### config.mk
export PLATFORM = sky130hd
export DESIGN_NAME = data_mem_arbiter_flat
export DESIGN_NICKNAME = d
export VERILOG_FILES = /design/src/rtl/data_mem_arbiter_if.sv /design/src/rtl/data_mem_arbiter.sv /design/src/flat_wrapper.sv
export SDC_FILE = /design/constraint.sdc
export NUM_CORES = 1
export LEC_CHECK = 0
export ABC_AREA = 1
export CORE_ASPECT_RATIO = 1.25
export CORE_MARGIN = 2
export CORE_UTILIZATION = 63
export DETAILED_ROUTE_END_ITERATION = 12
export DONT_BUFFER_PORTS = 1
export HOLD_SLACK_MARGIN = 0.05
export PLACE_DENSITY = 0.76
export SYNTH_ARGS = -nofsm -noshare
export SYNTH_HDL_FRONTEND = slang
export SYNTH_SLANG_ARGS = --single-unit
export TNS_END_PERCENT = 20
### constraint.sdc
create_clock -name clk -period 2 [get_ports clk]
set_input_delay 0.4 -clock clk [delete_from_list [all_inputs] [get_ports clk]]
set_output_delay 0.4 -clock clk [all_outputs]
set_load 0.005 [all_outputs]
### src/rtl/data_mem_arbiter_if.sv
// Bundle of the two requester ports and the single-port data-memory port.
//   req0/req1, we0/we1, addr0/1, wdata0/1 : requester side, driven toward the arbiter
//   gnt0/1, done0/1, rdata0/1             : handshake and read results back to requesters
//   mem_addr, mem_wdata, mem_read, mem_load: memory command, driven by the arbiter
//   mem_rdata                             : memory read data, driven by the memory
// Modport slave is the arbiter's view; modport master is the requesters'/memory's view.
interface data_mem_arbiter_if #(
  parameter int unsigned DATA_W = 16,
  parameter int unsigned ADDR_W = 4
);
  logic              req0;
  logic              req1;
  logic              we0;
  logic              we1;
  logic [ADDR_W-1:0] addr0;
  logic [ADDR_W-1:0] addr1;
  logic [DATA_W-1:0] wdata0;
  logic [DATA_W-1:0] wdata1;
  logic              gnt0;
  logic              gnt1;
  logic              done0;
  logic              done1;
  logic [DATA_W-1:0] rdata0;
  logic [DATA_W-1:0] rdata1;
  logic [ADDR_W-1:0] mem_addr;
  logic [DATA_W-1:0] mem_wdata;
  logic              mem_read;
  logic              mem_load;
  logic [DATA_W-1:0] mem_rdata;

  modport slave (
    input  req0, req1, we0, we1, addr0, addr1, wdata0, wdata1, mem_rdata,
    output gnt0, gnt1, done0, done1, rdata0, rdata1,
    output mem_addr, mem_wdata, mem_read, mem_load
  );

  modport master (
    output req0, req1, we0, we1, addr0, addr1, wdata0, wdata1, mem_rdata,
    input  gnt0, gnt1, done0, done1, rdata0, rdata1,
    input  mem_addr, mem_wdata, mem_read, mem_load
  );
endinterface

### src/rtl/data_mem_arbiter.sv
// Round-robin arbiter sharing one single-port data memory between port 0 (CPU MEM stage)
// and port 1 (debug/loader). Each accepted request is registered and run as exactly one
// memory transaction: IDLE -> ACCESS -> [WAIT x(RD_LAT-1), reads only] -> DONE -> IDLE.
//   clk   : rising-edge clock
//   clear : asynchronous active-low reset
//   bus   : requester handshake (req/we/addr/wdata in, gnt/done/rdata out) and memory port
module data_mem_arbiter #(
  parameter int unsigned DATA_W = 16,
  parameter int unsigned ADDR_W = 4,
  parameter int unsigned RD_LAT = 1
) (
  input logic               clk,
  input logic               clear,
  data_mem_arbiter_if.slave bus
);

  typedef enum logic [1:0] {StIdle, StAccess, StWait, StDone} state_e;

  // Value of the wait counter in the final read cycle.
  localparam logic [1:0] LastWait = 2'(RD_LAT - 1);

  state_e            state_q, state_d;
  logic              owner_q, owner_d;
  logic              last_q, last_d;
  logic              we_q, we_d;
  logic [ADDR_W-1:0] addr_q, addr_d;
  logic [DATA_W-1:0] wdata_q, wdata_d;
  logic [1:0]        cnt_q, cnt_d;
  logic [DATA_W-1:0] rdata0_q, rdata0_d;
  logic [DATA_W-1:0] rdata1_q, rdata1_d;
  logic              capture;
  logic              active;

  always_comb begin
    state_d  = state_q;
    owner_d  = owner_q;
    last_d   = last_q;
    we_d     = we_q;
    addr_d   = addr_q;
    wdata_d  = wdata_q;
    cnt_d    = cnt_q;
    rdata0_d = rdata0_q;
    rdata1_d = rdata1_q;
    capture  = 1'b0;
    unique case (state_q)
      StIdle: begin
        if (bus.req0 || bus.req1) begin
          // On contention the port that did not own the last transaction wins.
          owner_d = (bus.req0 && bus.req1) ? ~last_q : bus.req1;
          we_d    = owner_d ? bus.we1 : bus.we0;
          addr_d  = owner_d ? bus.addr1 : bus.addr0;
          wdata_d = owner_d ? bus.wdata1 : bus.wdata0;
          last_d  = owner_d;
          state_d = StAccess;
        end
      end
      StAccess: begin
        if (we_q) begin
          state_d = StDone;
        end else if (RD_LAT <= 1) begin
          capture = 1'b1;
          state_d = StDone;
        end else begin
          cnt_d   = 2'd1;
          state_d = StWait;
        end
      end
      StWait: begin
        if (cnt_q == LastWait) begin
          capture = 1'b1;
          state_d = StDone;
        end else begin
          cnt_d = cnt_q + 2'd1;
        end
      end
      StDone: state_d = StIdle;
      default: state_d = StIdle;
    endcase
    if (capture) begin
      if (owner_q) rdata1_d = bus.mem_rdata;
      else         rdata0_d = bus.mem_rdata;
    end
  end

  always_ff @(posedge clk or negedge clear) begin
    if (!clear) begin
      state_q  <= StIdle;
      owner_q  <= 1'b0;
      last_q   <= 1'b1;
      we_q     <= 1'b0;
      addr_q   <= '0;
      wdata_q  <= '0;
      cnt_q    <= '0;
      rdata0_q <= '0;
      rdata1_q <= '0;
    end else begin
      state_q  <= state_d;
      owner_q  <= owner_d;
      last_q   <= last_d;
      we_q     <= we_d;
      addr_q   <= addr_d;
      wdata_q  <= wdata_d;
      cnt_q    <= cnt_d;
      rdata0_q <= rdata0_d;
      rdata1_q <= rdata1_d;
    end
  end

  // Outputs decode straight from registered state so a reset drops them immediately.
  assign active        = (state_q == StAccess) || (state_q == StWait);
  assign bus.gnt0      = (state_q == StAccess) && !owner_q;
  assign bus.gnt1      = (state_q == StAccess) && owner_q;
  assign bus.done0     = (state_q == StDone) && !owner_q;
  assign bus.done1     = (state_q == StDone) && owner_q;
  assign bus.mem_addr  = active ? addr_q : '0;
  assign bus.mem_wdata = active ? wdata_q : '0;
  assign bus.mem_load  = (state_q == StAccess) && we_q;
  assign bus.mem_read  = active && !we_q;
  assign bus.rdata0    = rdata0_q;
  assign bus.rdata1    = rdata1_q;

endmodule

### src/flat_wrapper.sv
// flat-port wrapper written by rule: the top's interface ports become plain ports
module data_mem_arbiter_flat 
#(
  parameter int unsigned DATA_W = 16,
  parameter int unsigned ADDR_W = 4,
  parameter int unsigned RD_LAT = 1
)
  (clk, clear, bus_req0, bus_req1, bus_we0, bus_we1, bus_addr0, bus_addr1, bus_wdata0, bus_wdata1, bus_mem_rdata, bus_gnt0, bus_gnt1, bus_done0, bus_done1, bus_rdata0, bus_rdata1, bus_mem_addr, bus_mem_wdata, bus_mem_read, bus_mem_load);
  data_mem_arbiter_if #(.DATA_W(DATA_W), .ADDR_W(ADDR_W)) bus_i ();
  input logic clk;
  input logic clear;
  input wire logic [$bits(bus_i.req0)-1:0] bus_req0;
  input wire logic [$bits(bus_i.req1)-1:0] bus_req1;
  input wire logic [$bits(bus_i.we0)-1:0] bus_we0;
  input wire logic [$bits(bus_i.we1)-1:0] bus_we1;
  input wire logic [$bits(bus_i.addr0)-1:0] bus_addr0;
  input wire logic [$bits(bus_i.addr1)-1:0] bus_addr1;
  input wire logic [$bits(bus_i.wdata0)-1:0] bus_wdata0;
  input wire logic [$bits(bus_i.wdata1)-1:0] bus_wdata1;
  input wire logic [$bits(bus_i.mem_rdata)-1:0] bus_mem_rdata;
  output wire logic [$bits(bus_i.gnt0)-1:0] bus_gnt0;
  output wire logic [$bits(bus_i.gnt1)-1:0] bus_gnt1;
  output wire logic [$bits(bus_i.done0)-1:0] bus_done0;
  output wire logic [$bits(bus_i.done1)-1:0] bus_done1;
  output wire logic [$bits(bus_i.rdata0)-1:0] bus_rdata0;
  output wire logic [$bits(bus_i.rdata1)-1:0] bus_rdata1;
  output wire logic [$bits(bus_i.mem_addr)-1:0] bus_mem_addr;
  output wire logic [$bits(bus_i.mem_wdata)-1:0] bus_mem_wdata;
  output wire logic [$bits(bus_i.mem_read)-1:0] bus_mem_read;
  output wire logic [$bits(bus_i.mem_load)-1:0] bus_mem_load;
  assign bus_i.req0 = bus_req0;
  assign bus_i.req1 = bus_req1;
  assign bus_i.we0 = bus_we0;
  assign bus_i.we1 = bus_we1;
  assign bus_i.addr0 = bus_addr0;
  assign bus_i.addr1 = bus_addr1;
  assign bus_i.wdata0 = bus_wdata0;
  assign bus_i.wdata1 = bus_wdata1;
  assign bus_i.mem_rdata = bus_mem_rdata;
  assign bus_gnt0 = bus_i.gnt0;
  assign bus_gnt1 = bus_i.gnt1;
  assign bus_done0 = bus_i.done0;
  assign bus_done1 = bus_i.done1;
  assign bus_rdata0 = bus_i.rdata0;
  assign bus_rdata1 = bus_i.rdata1;
  assign bus_mem_addr = bus_i.mem_addr;
  assign bus_mem_wdata = bus_i.mem_wdata;
  assign bus_mem_read = bus_i.mem_read;
  assign bus_mem_load = bus_i.mem_load;
  data_mem_arbiter #(.DATA_W(DATA_W), .ADDR_W(ADDR_W), .RD_LAT(RD_LAT)) u_core (.clk(clk), .clear(clear), .bus(bus_i));
endmodule
---- Word level (Yosys, flattened, before mapping) ----
Cells that the tools add are included.
cells by class
  add/sub/neg operators ................... 1
  $mul .................................... 0
  div/mod/pow operators ................... 0
  order comparisons ....................... 0
  equal/unequal tests ..................... 5
  shift-type cells ........................ 0
  multiplexer cells ....................... 12
  bitwise logic cells ..................... 3
  reduce and logical (&&, ||, !) cells .... 18
operators with widths
  operator               count
  $mux W16               2
  $reduce_and A2 Y1      5
  $mux W4                2
  $pmux W2 S4            1
  $logic_and A1 B1 Y1    7
  $eq A2 B2 Y1 const B   2
  $logic_not A2 Y1       2
  $mux W1                4
  $mux W2                2
  $ne A2 B1 Y1 const B   2
  $not A1 Y1             3
  $add A2 B1 Y2 const B  1
  $eq A2 B1 Y1 const B   1
  $logic_not A1 Y1       2
  $logic_or A1 B1 Y1     2
  $pmux W1 S2            1
storage, ports and cells
  bits in registers ....................... 59
  latch bits .............................. 0
  bits in writable memories ............... 0
  ROM bits ................................ 0
  word-level logic and storage cells ...... 48
  memories kept ........................... 0

---- Longest topological paths before layout ----
Gate-level depths: netlist of the first run.
  word-level depth ........................ 4
  gate-level depth with buffers ........... 8
  mapped depth without buffers ............ 7

---- Worst setup path before layout of the first run ----
Ideal clock, no wire load.
  path kind ............................... reg-to-output
  from .................................... register u_core.state_q[0]
  to ...................................... output bus_mem_wdata[0]
  arrival ................................. 1167 ps
  required time ........................... 1600 ps
  setup slack ............................. 433 ps
  cell stages (with the launch flop) ...... 6
  buffers on the path ..................... 1
  cells stage by stage .................... dfrtp_1 -> inv_1 -> ha_1 -> clkbuf_1 -> nand2_1 -> inv_1
between the ends
  cells in the longest elaborated chain, start to end .. 3
  elaborated cells between the ends (all ways) .. 4
RTL lines
  element                                              RTL line                 source
  start, declared                                      data_mem_arbiter.sv:22   state_e state_q, state_d;
  start signal, assigned                               data_mem_arbiter.sv:87   state_q <= StIdle;
  start signal, assigned                               data_mem_arbiter.sv:97   state_q <= state_d;
  $eq A2 B1 Y1 / $eq A2 B2 Y1 (equally long branches)  data_mem_arbiter.sv:110  assign active = (state_q == StAccess) || (state_q == StWait);
  $logic_or A1 B1 Y1 (*)                               data_mem_arbiter.sv:110
  $mux W16 (*)                                         data_mem_arbiter.sv:116  assign bus.mem_wdata = active ? wdata_q : '0;
  end, declared                                        flat_wrapper.sv:28       output wire logic [$bits(bus_i.mem_wdata)-1:0] bus_mem_wdata;
Every way passes the cells marked *; elsewhere a longest branch is shown, timed or not.

---- Worst setup path in the final report of the first run ----
  from .................................... register u_core.state_q[1]
  to ...................................... output bus_mem_wdata[0]
Same word-level chain as after synthesis.

==> impl_metrics.tcl, run 1 <==
set metrics [dict create \
    layout.nets 456 \
    cpPeakStageDelay_ns 0.39 \
    gr-usage-all-layers 0.2522 \
    cts_sinks 59 \
    port_buffers 0 \
    drc 0 \
    placed_cells 433 \
    intPower_mw 3.181 \
    avgSynthCellArea_um2 7.437 \
    drt-total-wl_um 6161 \
    insertion_delay_ns 0.34 \
    final_cells 452 \
    post-route-util 0.7232 \
    worst_pin_slew_ns 0.6612 \
    outcome "finished, final reports clean" \
    worst_slack_ns 0.09237 \
    slowest_stage "dfrtp_1" \
    maxSlewViolCount 0 \
    switchingPower_mw 2.273 \
    yosysSeqAreaShare 0.5095 \
    tns_ns 0 \
    cp_max_fo 16 \
    hold_violations 0 \
    ys_top_cells_by_count "191 x nand2_1, 58 x dfrtp_1, 56 x nand3_1, 37 x inv_1, 14 x buf_2" \
    dieArea_mm2 0.005166 \
    clkPwrFrac 0.222 \
    cts_tree "done" \
    crit_family "flip-flops" \
    core_mm2 0.004425 \
    viasPerCell 5.312 \
    dr.pass1.iters 4 \
    placed_cell_area_mm2 0.002914 \
    cp_data_required_time_ns 1.60 \
    setup_viol 0 \
    synth_top_cell_area_share 0.5004 \
    antenna_found_initial 0 \
    cp.buffers_inverters 3 \
    synthCells 390 \
    p_sw_frac 0.4168 \
    ys_types 17 \
    overflow 0 \
    row_count 27 \
    cp-end-kind "output pin" \
    power_mw 5.455 \
    clk_pin_slew_ns 0.07 \
    antenna_cells 0 \
    power_frac_comb 0.380 \
    async_flop_share 1.000 \
    start_util 0.6554 \
    dp_hpwl_um 4249 \
    path_common_cell "inv_1" \
    dieHeight_um 79.86 \
    numCtsBuffers 9 \
    io-pin-count 120 \
    ys.flop_type "dfrtp_1" \
    grt_max_degree 60 \
    min_path_type "primary input to flip-flop" \
    fin_area_mm2 0.003201 \
    path_cells "inv_1 > ha_4 > buf_6 > nand2_1 > inv_1" \
    synth_enable_flop_cells 0 \
    vias 2401 \
    power_leakage_nw 1.893 \
    drtIter0Drc 166 \
    ys_ff_latch 59 \
    start_kind "flip-flop" \
    synth_most_common_cell "nand2_1" \
    cts_buffer_depth 2 \
    post-route-period-util 0.9538 \
    ant_nets 0 \
    powerDensity_mw_per_mm2 1704 \
    synth_largest_area_cell "dfrtp_1" \
    die_w_um 64.69 \
    syn2layout_area_growth_pct 10.35 \
    cap_violations 0 \
    fin_skew_ns 0.007779 \
    ys_warn_count 0 \
    min_period_ns 1.908 \
    first_global_vias 2217 \
    wire_per_inst_um 13.63 \
    p_seq_frac 0.398 \
    grt_pass1_wl_um 9949 \
    critical_path_class "flip-flop to output pin" \
    whs_ns 0.1936 \
    rsz0062_at_grt "false" \
    synth_nets 457 \
    max_freq_ghz 0.5242 \
    synth_area_mm2 0.002900 \
    preCtsSetupSlack_ns 0.1960 \
    drive_gt1_frac 0.08122 \
    ir_worst_vdd_uv 826.2 \
    slew_headroom 0.5581 \
    ctsHtreeMaxLevel 3 \
    place_congestion 0.7605 \
    synth_area_leaders "dfrtp_1 50%, nand2_1 25%, nand3_1 9.7%, inv_1 4.8%, buf_2 2.4%" \
    crit_arrival_ns 1.51 \
    cts_root_buf "clkbuf_8" \
]
worst register-to-register path, stage by stage (launching register included):
cell	delay [ns]
dfrtp_1	0.39
inv_1	0.11
ha_4	0.33
nand3_1	0.10
nand2_2	0.22
nand2_2	0.27
nand2_1	0.14
nand2_1	0.06
metal layers:
layer / vias to the layer above / global-route usage / part of all wire
met1: 1125 / 0.2781 / 0.40
met5: - / 0 / 0
met3: 5 / 0.08604 / 0.068
met4: 0 / 0.08936 / 0.0084
li1: 1187 / - / -
met2: 84 / 0.4490 / 0.52
kinds of logic (layout without fill, tap and decap cells):
family | count (synthesis) | count (layout) | synth area share
AO/OA/AOI/OAI | 5 | 5 | 0.009920
buffers and inverters | 60 | 64 | 0.08628
AND/OR/NAND/NOR | 260 | 260 | 0.3697
XOR/XNOR | 1 | 1 | 0.003020
flip-flops | 59 | 59 | 0.5095
adder cells (fa/ha/maj) | 5 | 5 | 0.02157
placed cells by master, fill, tap and decap left out, drive strengths merged:
| cell type | synthesis | routed |
|---|---|---|
| inv | 39 | 40 |
| dlygate4sd3 | 0 | 1 |
| a21oi | 1 | 1 |
| dfstp | 1 | 1 |
| ha | 5 | 5 |
| nand2 | 194 | 194 |
| nand3 | 56 | 56 |
| clkinv | 0 | 2 |
| nor2 | 5 | 5 |
| xor2 | 1 | 1 |
| buf | 16 | 8 |
| clkinvlp | 0 | 2 |
| o21ai | 4 | 4 |
| nand3b | 5 | 5 |
| bufinv | 0 | 2 |
| clkbuf | 5 | 9 |
| dfrtp | 58 | 58 |
power groups by stage:
stage               clock network [mW]  registers, mW  logic [mW]
floorplan                            0           2.09        1.60
detailed placement                   0           2.19        1.97
global placement                     0           2.18        1.90
global route                      1.28           2.24        2.39
finish                            1.21           2.17        2.07
CTS                               1.23           2.18        2.08
sequential cells by signal, summed over array words and instances (netlist names):
register and count:
u_core.wdata_q 16, u_core.last_q 1, u_core.bus.rdata0 16, u_core.bus.rdata1 16, u_core.we_q 1, u_core.addr_q 4, u_core.state_q 2, u_core.cnt_q 2
u_core.owner_q 1
final timing paths:
check,from,slack (ns),end,cells past startpoint
setup / recovery,u_core.state_q[1]$_DFFE_PN0P_,0.09,bus_mem_wdata[0],5
hold / removal,bus_mem_rdata[0],0.19,u_core.bus.rdata0[0]$_DFFE_PN0P_,2
setup reg to reg,u_core.state_q[1]$_DFFE_PN0P_,0.28,u_core.bus.rdata1[9]$_DFFE_PN0P_,7
hold reg to reg,u_core.last_q$_DFFE_PN1P_,0.47,u_core.last_q$_DFFE_PN1P_,2
max in group asynchronous,clear,1.11,u_core.last_q$_DFFE_PN1P_,2
min in group asynchronous,clear,0.58,u_core.bus.rdata0[12]$_DFFE_PN0P_,2
final cells by class:
type | count | area (um2)
multi-input combinational | 271 | 1185
clock inverter | 7 | 101.3
tap | 58 | 72.57
timing repair buffer | 9 | 93.84
sequential | 59 | 1478
clock buffer | 9 | 123.9
inverter | 39 | 146.4
fill | 355 | 1225
what timing repair did:
action,in CTS,in global routing
endpoints found under the hold margin,59,0
setup endpoints to repair,16,1
buffers inserted,0,1
hold buffers,2,0
gates resized for setup,3,0
No activity file was read; power rests on OpenSTA's default activity.
==> run 2, diff against run 1 <==
Settings changed: CORE_UTILIZATION 63 to 65, PLACE_DENSITY 0.76 to 0.78.
Clock period 2 ns to 2.31 ns, I/O delays scaled along.
==> run 2 against run 1 <==
Critical path depth is the same. Register-to-register slack improved by 0.26 ns. Die area down 2.9%. Via count grew 1.8%. Critical path type unchanged. Non-clock buffer count decreased by 2. Largest power group unchanged. Highest routed layer unchanged.
==> impl_metrics.tcl, run 2 (synthesis results as in run 1) <==
set metrics [dict create \
    drive_gt1_frac 0.06888 \
    start_util 0.6655 \
    cp.buffers_inverters 3 \
    first_global_vias 2392 \
    overflow 0 \
    maxSlewViolCount 0 \
    setup_viol 0 \
    power_frac_comb 0.352 \
    grt_max_degree 60 \
    cp_data_required_time_ns 1.85 \
    switchingPower_mw 1.906 \
    start_kind "flip-flop" \
    core_mm2 0.004358 \
    fin_skew_ns 0.009104 \
    cap_violations 0 \
    grt_pass1_wl_um 10590 \
    clk_pin_slew_ns 0.07 \
    power_mw 4.721 \
    dr_wl_met3_um 482 \
    syn2layout_area_growth_pct 9.879 \
    rr_worst_depth 7 \
    worst_pin_slew_ns 0.6502 \
    routed.top_layer "met4" \
    wire_per_inst_um 13.67 \
    port_buffers 0 \
    wl_met1_um 2410 \
    cts_root_buf "clkbuf_8" \
    ant_nets 0 \
    max_freq_ghz 0.4792 \
    die_w_um 63.75 \
    insertion_delay_ns 0.34 \
    cts_tree "done" \
    ctsHtreeMaxLevel 3 \
    ff_latch_area_mm2 0.001478 \
    drt-total-wl_um 6150 \
    ir_worst_vdd_uv 791.6 \
    rsz0062_at_grt "false" \
    cts_buffer_depth 2 \
    layout.nets 454 \
    crit_cells 5 \
    drtIter0Drc 264 \
    crit_arrival_ns 1.62 \
    cts_sinks 59 \
    crit_family "buffers and inverters" \
    powerDensity_mw_per_mm2 1482 \
    intPower_mw 2.815 \
    min_path_type "primary input to flip-flop" \
    critical_path_class "flip-flop to output pin" \
    antenna_found_initial 0 \
    dr.pass1.iters 5 \
    slew_headroom 0.5655 \
    cp_max_fo 21 \
    dp_hpwl_um 4162 \
    numCtsBuffers 9 \
    multiInputGateArea_mm2 0.001172 \
    p_sw_frac 0.4037 \
    viasPerCell 5.433 \
    mostFrequentLayoutCells "191 x nand2_1, 58 x dfrtp_1, 56 x nand3_1, 37 x inv_1, 10 x clkbuf_8" \
    placed_cell_area_mm2 0.002907 \
    path_common_cell "inv_1" \
    fillCellCount 346 \
    post-route-period-util 0.9033 \
    dieArea_mm2 0.005015 \
    hold_violations 0 \
    dieHeight_um 78.68 \
    vias 2445 \
    clkPwrFrac 0.242 \
    p_seq_frac 0.405 \
    gr-usage-all-layers 0.2717 \
    place_congestion 0.7517 \
    power_leakage_nw 1.893 \
    cpPeakStageDelay_ns 0.40 \
    post-cts-setup-buffers 0 \
    min_period_ns 2.087 \
    io-pin-count 120 \
    outcome "finished, final reports clean" \
    cp-end-kind "output pin" \
    final_common_cell "nand2_1" \
    wl_met2_um 3148 \
    antenna_cells 0 \
    tns_ns 0 \
    holdPathStages 2 \
    slowest_stage "dfrtp_1" \
    row_count 27 \
    drc 0 \
    path_cells "inv_1 > ha_1 > buf_4 > inv_1 > nor2_1" \
    fin_area_mm2 0.003187 \
]
run 2: cell type report:
| type | instances | area share |
|---|---|---|
| well taps | 58 | 0.02277 |
| flip-flops and latches | 59 | 0.4637 |
| clock inverters | 4 | 0.03062 |
| clock buffers | 12 | 0.04554 |
| inverters | 39 | 0.04594 |
| repair buffers | 7 | 0.02356 |
| multi-input cells | 271 | 0.3679 |
run 2: power by group through the flow:
stage / Combinational, mW / Sequential [mW] / Clock (mW)
2_1_floorplan: 1.39 / 1.81 / 0
3_3_place_gp: 1.58 / 1.91 / 0
3_5_place_dp: 1.65 / 1.93 / 0
4_1_cts: 1.69 / 1.92 / 1.16
5_1_grt: 1.94 / 1.97 / 1.20
6_report: 1.66 / 1.91 / 1.14
run 2: per-stage QoR:
stage | instances | worst slack, ns | hold WS [ns] | utilization
detailed placement | 432 | 0.5471 | 0.1678 | 0.6670
finish | 450 | 0.2233 | 0.2641 | 0.7313
floorplan | 390 | 0.6805 | 0.1664 | -
global route | 450 | 0.1014 | 0.2589 | 0.7313
global placement | 432 | 0.6136 | 0.1675 | 0.6670
CTS | 450 | 0.2018 | 0.2523 | 0.7313
run 2: per-layer routing:
layer	GRT usage	vias to the layer above
li1	-	1186
met1	0.3080	1130
met2	0.4684	118
met3	0.07020	11
met4	0.1413	0
met5	0	-
run 2: timing repair:
item                                   in CTS  in global routing
hold buffers                                2                  0
endpoints found under the hold margin      59                  0
resized for setup                           0                  0
setup endpoints to repair                   0                  0
run 2: worst reg2reg max path: cells and delay by family, from the launching register on:
| kind | cells | cell delay (ns) |
|---|---|---|
| simple gates | 5 | 0.86 |
| buf+inv | 1 | 0.08 |
| flops | 1 | 0.40 |
| fa+ha+maj | 1 | 0.32 |
run 2: path summary, 6_finish.rpt:
kind | to | slack (ns) | from
min in group asynchronous | u_core.bus.rdata0[6]$_DFFE_PN0P_ | 0.67 | clear
max in group asynchronous | u_core.last_q$_DFFE_PN1P_ | 1.33 | clear
max | bus_mem_read | 0.22 | u_core.state_q[0]$_DFFE_PN0P_
min reg2reg | u_core.last_q$_DFFE_PN1P_ | 0.47 | u_core.last_q$_DFFE_PN1P_
max reg2reg | u_core.bus.rdata0[8]$_DFFE_PN0P_ | 0.54 | u_core.state_q[0]$_DFFE_PN0P_
min | u_core.bus.rdata0[9]$_DFFE_PN0P_ | 0.26 | bus_mem_rdata[9]
